## config.mk

```make
export PLATFORM = sky130hd
export DESIGN_NAME = ps2_host_tx
export DESIGN_NICKNAME = d
export VERILOG_FILES = /design/src/rtl/ps2_host_tx.sv
export SDC_FILE = /design/constraint.sdc
export NUM_CORES = 1
export LEC_CHECK = 0
export ABC_AREA = 1
export ABC_CLOCK_PERIOD_IN_PS = 2500
export CAP_MARGIN = 20
export CORE_MARGIN = 4
export CORE_UTILIZATION = 49
export CTS_CLUSTER_DIAMETER = 30
export CTS_CLUSTER_SIZE = 28
export DETAILED_ROUTE_END_ITERATION = 7
export MAX_ROUTING_LAYER = met4
export PLACE_DENSITY = 0.7
export SKIP_CTS_REPAIR_TIMING = 1
export SLEW_MARGIN = 20
export SYNTH_ARGS = -nofsm -noshare
export SYNTH_HDL_FRONTEND = slang
export SYNTH_SLANG_ARGS = --single-unit
```

## constraint.sdc

```tcl
create_clock -name clk -period 2.5 [get_ports clk]
set_input_delay 0.25 -clock clk [delete_from_list [all_inputs] [get_ports clk]]
set_output_delay 0.25 -clock clk [all_outputs]
set_load 0.01 [all_outputs]
```

## src/rtl/ps2_host_tx.sv

```systemverilog
// ps2_host_tx -- PS/2 host-to-device transmitter.
//
// Sends one command byte to a PS/2 device (mouse) using the inhibit /
// request-to-send / device-clocked bits / ack handshake. The clock and data
// pins are open-drain, so each line has a value output and a direction output
// (dir=1 drives the value, dir=0 releases the line to its pull-up). Runs on
// cpuclk beside the PS/2 receive path.
//
// Optional feature macro: PS2_TX_RETRY_EN
//   defined   : a failed attempt restarts at INHIBIT with the latched byte,
//               up to 2 retries; tx_err only after the 3rd failure and
//               tx_busy stays high across retries.
//   undefined : the first failure raises tx_err.
//
// Parameters:
//   INHIBIT_CYCLES  clocks the PS/2 clock is held low before RTS
//   TIMEOUT_CYCLES  max clocks between device clock falls / final release
//
// Ports:
//   clk, reset                  cpuclk; synchronous active-high reset
//   tx_data[7:0], tx_start      byte and 1-cycle request (ignored while busy)
//   tx_busy, tx_done, tx_err    status; done/err are 1-cycle pulses
//   ps2_clk_in, ps2_data_in     raw asynchronous pin inputs
//   ps2_clk_out, ps2_clk_dir    clock pin value (always 0) and drive enable
//   ps2_data_out, ps2_data_dir  data pin value and drive enable
//   state_out[3:0]              current FSM state for LEDs / spy logic
module ps2_host_tx #(
  parameter int INHIBIT_CYCLES = 2500,
  parameter int TIMEOUT_CYCLES = 50000
) (
  input  logic       clk,
  input  logic       reset,
  input  logic [7:0] tx_data,
  input  logic       tx_start,
  output logic       tx_busy,
  output logic       tx_done,
  output logic       tx_err,
  input  logic       ps2_clk_in,
  input  logic       ps2_data_in,
  output logic       ps2_clk_out,
  output logic       ps2_clk_dir,
  output logic       ps2_data_out,
  output logic       ps2_data_dir,
  output logic [3:0] state_out
);

  localparam int MAX_CNT = (INHIBIT_CYCLES > TIMEOUT_CYCLES) ? INHIBIT_CYCLES : TIMEOUT_CYCLES;
  localparam int CNT_W   = $clog2(MAX_CNT + 1) + 1;
  localparam logic [CNT_W-1:0] INH_LAST = CNT_W'(INHIBIT_CYCLES - 1);
  localparam logic [CNT_W-1:0] TO_LIMIT = CNT_W'(TIMEOUT_CYCLES);

  typedef enum logic [3:0] {
    S_IDLE     = 4'd0,
    S_INHIBIT  = 4'd1,
    S_RTS      = 4'd2,
    S_BITS     = 4'd3,
    S_ACK      = 4'd4,
    S_WAIT_REL = 4'd5,
    S_DONE     = 4'd6,
    S_ERR      = 4'd7
  } state_t;

  state_t           state_q, state_d;
  logic [CNT_W-1:0] cnt_q, cnt_d;
  logic [3:0]       bit_cnt_q, bit_cnt_d;
  logic [9:0]       shift_q, shift_d;
  logic             busy_q, busy_d;
  logic             done_q, done_d;
  logic             err_q, err_d;
  logic             clk_dir_q, clk_dir_d;
  logic             data_dir_q, data_dir_d;
  logic             data_out_q, data_out_d;
  logic             clk_s1_q, clk_s2_q, clk_s3_q;
  logic             data_s1_q, data_s2_q;
  logic             fall;
  logic             fail;
`ifdef PS2_TX_RETRY_EN
  logic [7:0]       byte_q, byte_d;
  logic [1:0]       retry_q, retry_d;
`endif

  assign fall = clk_s3_q & ~clk_s2_q;

  always_ff @(posedge clk) begin
    shift_q <= shift_d;
`ifdef PS2_TX_RETRY_EN
    byte_q  <= byte_d;
`endif
    if (reset) begin
      state_q    <= S_IDLE;
      cnt_q      <= '0;
      bit_cnt_q  <= '0;
      busy_q     <= 1'b0;
      done_q     <= 1'b0;
      err_q      <= 1'b0;
      clk_dir_q  <= 1'b0;
      data_dir_q <= 1'b0;
      data_out_q <= 1'b1;
      clk_s1_q   <= 1'b1;
      clk_s2_q   <= 1'b1;
      clk_s3_q   <= 1'b1;
      data_s1_q  <= 1'b1;
      data_s2_q  <= 1'b1;
`ifdef PS2_TX_RETRY_EN
      retry_q    <= '0;
`endif
    end else begin
      state_q    <= state_d;
      cnt_q      <= cnt_d;
      bit_cnt_q  <= bit_cnt_d;
      busy_q     <= busy_d;
      done_q     <= done_d;
      err_q      <= err_d;
      clk_dir_q  <= clk_dir_d;
      data_dir_q <= data_dir_d;
      data_out_q <= data_out_d;
      // pin synchronizers; clk_s3 is the extra flop for fall detection
      clk_s1_q   <= ps2_clk_in;
      clk_s2_q   <= clk_s1_q;
      clk_s3_q   <= clk_s2_q;
      data_s1_q  <= ps2_data_in;
      data_s2_q  <= data_s1_q;
`ifdef PS2_TX_RETRY_EN
      retry_q    <= retry_d;
`endif
    end
  end

  always_comb begin
    state_d    = state_q;
    cnt_d      = cnt_q;
    bit_cnt_d  = bit_cnt_q;
    shift_d    = shift_q;
    data_dir_d = data_dir_q;
    data_out_d = data_out_q;
    fail       = 1'b0;
`ifdef PS2_TX_RETRY_EN
    byte_d     = byte_q;
    retry_d    = retry_q;
`endif

    case (state_q)
      S_IDLE: begin
        // device->host clock activity is ignored here
        if (tx_start) begin
          shift_d = {1'b1, ~^tx_data, tx_data};
          cnt_d   = '0;
          state_d = S_INHIBIT;
`ifdef PS2_TX_RETRY_EN
          byte_d  = tx_data;
          retry_d = '0;
`endif
        end
      end
      S_INHIBIT: begin
        if (cnt_q == INH_LAST) begin
          cnt_d     = '0;
          bit_cnt_d = '0;
          state_d   = S_RTS;
        end else begin
          cnt_d = cnt_q + CNT_W'(1);
        end
      end
      S_RTS, S_BITS: begin
        if (fall) begin
          cnt_d = '0;
          if (state_q == S_BITS && bit_cnt_q == 4'd9) begin
            // fall #10 is the stop bit: release data, it reads back as 1
            state_d = S_ACK;
          end else begin
            data_out_d = shift_q[0];
            shift_d    = {1'b0, shift_q[9:1]};
            bit_cnt_d  = bit_cnt_q + 4'd1;
            state_d    = S_BITS;
          end
        end else if (cnt_q >= TO_LIMIT) begin
          fail = 1'b1;
        end else begin
          cnt_d = cnt_q + CNT_W'(1);
        end
      end
      S_ACK: begin
        if (fall) begin
          cnt_d = '0;
          if (!data_s2_q) state_d = S_WAIT_REL;
          else            fail    = 1'b1;
        end else if (cnt_q >= TO_LIMIT) begin
          fail = 1'b1;
        end else begin
          cnt_d = cnt_q + CNT_W'(1);
        end
      end
      S_WAIT_REL: begin
        if (clk_s2_q && data_s2_q)  state_d = S_DONE;
        else if (cnt_q >= TO_LIMIT) fail    = 1'b1;
        else                        cnt_d   = cnt_q + CNT_W'(1);
      end
      S_DONE:  state_d = S_IDLE;
      S_ERR:   state_d = S_IDLE;
      default: state_d = S_IDLE;
    endcase

    if (fail) begin
`ifdef PS2_TX_RETRY_EN
      if (retry_q != 2'd2) begin
        retry_d = retry_q + 2'd1;
        shift_d = {1'b1, ~^byte_q, byte_q};
        cnt_d   = '0;
        state_d = S_INHIBIT;
      end else begin
        state_d = S_ERR;
      end
`else
      state_d = S_ERR;
`endif
    end

    // Pin and status outputs are registered from the next state so the
    // open-drain enables never glitch on state decode.
    clk_dir_d = (state_d == S_INHIBIT);
    busy_d    = state_d inside {S_INHIBIT, S_RTS, S_BITS, S_ACK, S_WAIT_REL};
    done_d    = (state_d == S_DONE);
    err_d     = (state_d == S_ERR);
    case (state_d)
      S_INHIBIT: begin
        // start bit goes out on the last inhibit cycle
        data_dir_d = (cnt_d == INH_LAST);
        data_out_d = (cnt_d != INH_LAST);
      end
      S_RTS, S_BITS: ;
      default: begin
        data_dir_d = 1'b0;
        data_out_d = 1'b1;
      end
    endcase
  end

  assign tx_busy      = busy_q;
  assign tx_done      = done_q;
  assign tx_err       = err_q;
  assign ps2_clk_out  = 1'b0;
  assign ps2_clk_dir  = clk_dir_q;
  assign ps2_data_out = data_out_q;
  assign ps2_data_dir = data_dir_q;
  assign state_out    = state_q;

endmodule

```

==> results.md <==
- Status: complete, no violations
- Final GP Congestion: 0.9286
- Crit-path max FO: 5
- Worst Path Buf+Inv: 0
- Peak VDD IR: approximately 0.27 mV
- Count leader, synth: nand2_1
- Max stage delay cell, worst path: dfxtp_1
- Worst-Margin Slew: roughly 0.55 ns
- R2r worst-path depth: 16
- Sw power: between 300 and 400 µW
- Final period utilization: 0.9146
- WS Path Type: reg -> reg
- Final Hold Slack: about 0.41 ns
- Share of the synthesized area in the top cell type: 0.2692
- Post-synth EDFFs: 10
- FF/Latch Area: 0.001022 mm²
- Htree depth: 2
- Grt ovf: 0
- Internal power: just over 1 mW
- Post-layout util: 0.5921
- Hold Startpoint: clk_s1_q$_SDFF_PP1_
- Post-synthesis sequential area ratio: 0.3813
- NumNets Final: 440
- Seq pwr share: 0.584
- Number of global-route vias before repair: about 2.4k
- Netlist cell types: 35
- First-pass GRT wire length: approximately 11000 µm
- R2R Setup Slk: 0.21 ns
- Post-Route WL: approximately 6400 µm
- Initial cell density of the core: 0.5144
- Layout cells sized above 1: 0.08255
- Post-route minimum period: 2.287 ns
- Synthesized area: 0.002678 mm²
- Clock skew: 0.01019 ns
- CTS root buf: clkbuf_8
- CP Cell Sequence: ha_2, nand2_1, nor2_2, nand2_1, nor2_1, o21ai_0, nand2_1, nand2_1, nor2_1, nand3_1, nor2_1, nand3_1, nand2_1, nand2_1, nand2_1, nand2_1
- Final Max Slew Viols: 0
- Layout area overhead: 15.09%
- Initial antenna violation count: 0
- YS warnings: 0
- Final Hold Viols: 0
- Total GRT Usage: 0.2156
- # rows: 26
- Top FF cell, synth: dfxtp_1
- Crit path capture type: flip-flop
- Hold Crit Depth: 1
- DIE AREA: 0.006711 mm²
- Final setup viols: 0
- Top post-synthesis cells by area: dfxtp_1 27%, nand2_1 19%, edfxtp_1 11%, inv_1 6.3%, nor2_1 6.0%
- Sinks on Clock Net: 46
- Critical Path Source Type: flip-flop
- Clock buffer depth: 2
- Pwr/cell area: 437.9 mW/mm²
- Hold path endpoint: clk_s2_q$_SDFF_PP1_
- CP peak stage delay: 0.41 ns
- 1st-iter DRT viols: approximately 220
- Drt drc: 0
- Crit path required time: 2.69 ns
- Final-layout fill cell count: between 400 and 500
- WL/cell: between 10 and 15 µm
- Hold WC Path Type: reg -> reg
- Data arrival time of the worst path: 2.47 ns
- Port-buffer cells: 22
- #FFs+latches synth: 46
- Slew Limit Headroom: 0.6330
- Comb power frac: 0.099
- Remaining antenna violation count after routing: 0
- CTS tree: done
- 1st-pass router iterations: 5
- Antenna diodes: 0
- Leading area contributor after synthesis: dfxtp_1
- CTS buffer count: 5
- Die width: 81.92 µm
- Pin count of the biggest net entering global routing: 25
- Worst-Skew Late Latency: 0.29 ns
- Crit path top cell by count: nand2_1
- R2r endpoint: ps2_data_out$_SDFFE_PP1P_
- Die H: around 82 µm
- Multi-input gate area: 0.001469 mm²
- RSZ-0062 raised after global routing: no
- Clock Pin Slew Worst Setup and Hold Paths: 0.08 ns
- DP HPWL: 4770 µm
- FF-to-FF Start: cnt_q[1]$_SDFF_PP0_
- Vias/cell: 5.174
- Final setup TNS: 0 ns
- Switching Share: 0.2330
- Cell count after synthesis: 397
- CP delay by family, top: simple AND/OR/NAND/NOR gates
- CORE AREA: 0.005205 mm²
- Top post-synthesis cells by count: 137 x nand2_1, 45 x inv_1, 43 x nor2_1
- Pleak: roughly 1.4 nW
- Syn avg cell area: 6.745 µm²
- MaxCap Viol Count: 0
- Via count: roughly 2.6k
- Fmax: 437.3 MHz
- Num ports: 24
- Clock power share: 0.317
- Async S/R FF share, synth: 0
[state kept, by name, summed over array words and instances (netlist names), 4 cells and up]
signal / cells
bit_cnt_q: 4
cnt_q: 17
shift_q: 10
state_out: 4
[metrics by stage]
stage | total power, mW | std cells | worst slack, ns | cell area (µm²)
2_1_floorplan | 0.8865 | 398 | 0.6200 | 2681
3_3_place_gp | 0.9331 | 486 | 0.2132 | 2967
3_5_place_dp | 0.9359 | 486 | 0.1692 | 2967
4_1_cts | 1.361 | 494 | 0.2315 | 3047
5_1_grt | 1.412 | 494 | 0.02196 | 3082
6_report | 1.350 | 494 | 0.2134 | 3082
[per-layer routing]
metal	vias up	share of wire	GRT usage
met2	81	0.46	0.3231
met3	14	0.047	0.03399
met4	0	0.019	0.06811
met1	1157	0.48	0.2977
met5	-	0	-
li1	1304	-	-
[cell type report]
class,count,share of cell area
well taps,70,0.02842
clock buffers,8,0.02598
flip-flops and latches,46,0.3317
repair buffers,25,0.07877
multi-input cells,297,0.4767
inverters,48,0.05847
[worst register-to-register path: stages (launching register included)]
cell and delay [ns]:
dfxtp_1 0.41, ha_2 0.24, nand2_1 0.09, nor2_2 0.14
nand2_1 0.14, nor2_1 0.15, o21ai_0 0.10, nand2_1 0.09
nand2_1 0.05, nor2_1 0.14, nand3_1 0.14, nor2_1 0.12
nand3_1 0.13, nand2_1 0.09, nand2_1 0.05, nand2_1 0.05
nand2_1 0.05
[cell usage in the layout (no fill, tap or decap), types with 4 or more instances in the layout]
cell             Yosys  layout
clkdlybuf4s50_1      0      22
nand2_1            137     137
nor2_1              43      43
dfxtp_1             36      35
nand4_1              8       8
nor3_1               5       5
xor2_1               8       8
inv_1               45      45
nand3_2              4       4
o21ai_0             19      19
a21oi_1             14      14
clkbuf_8             0       5
edfxtp_1            10      10
or2_2                4       4
nand3_1             21      20
xnor2_1              4       4
[cell families (layout without fill, tap and decap cells)]
group,Yosys count,in the layout,synth area share
fa+ha+maj,4,4,0.01869
buf+inv,55,81,0.08411
compound gates,40,40,0.07898
xor+xnor,12,12,0.03925
flops,46,46,0.3813
simple gates,239,239,0.3963
other cells,1,2,0.001401
[power groups by stage]
stage	sequential (mW)	clock [mW]	combinational [mW]
2_1_floorplan	0.805	0	0.0816
3_3_place_gp	0.805	0	0.128
3_5_place_dp	0.805	0	0.131
4_1_cts	0.788	0.442	0.131
5_1_grt	0.791	0.472	0.149
6_report	0.788	0.428	0.133
[worst max-delay path by stage]
stage	from	to	slack, ns	depth (start not counted)
final	cnt_q[1]$_SDFF_PP0_	ps2_data_out$_SDFFE_PP1P_	0.21	16
after global routing	cnt_q[1]$_SDFF_PP0_	ps2_data_out$_SDFFE_PP1P_	0.02	16
after CTS	state_out[2]$_SDFF_PP0_	ps2_data_out$_SDFFE_PP1P_	0.23	15
after detailed placement	tx_start	ps2_data_out$_SDFFE_PP1P_	0.17	16
after global placement	tx_start	ps2_data_out$_SDFFE_PP1P_	0.21	16
after floorplan	cnt_q[0]$_SDFF_PP0_	ps2_data_out$_SDFFE_PP1P_	0.62	17
Note: power is estimated with default switching activity, not from simulation.
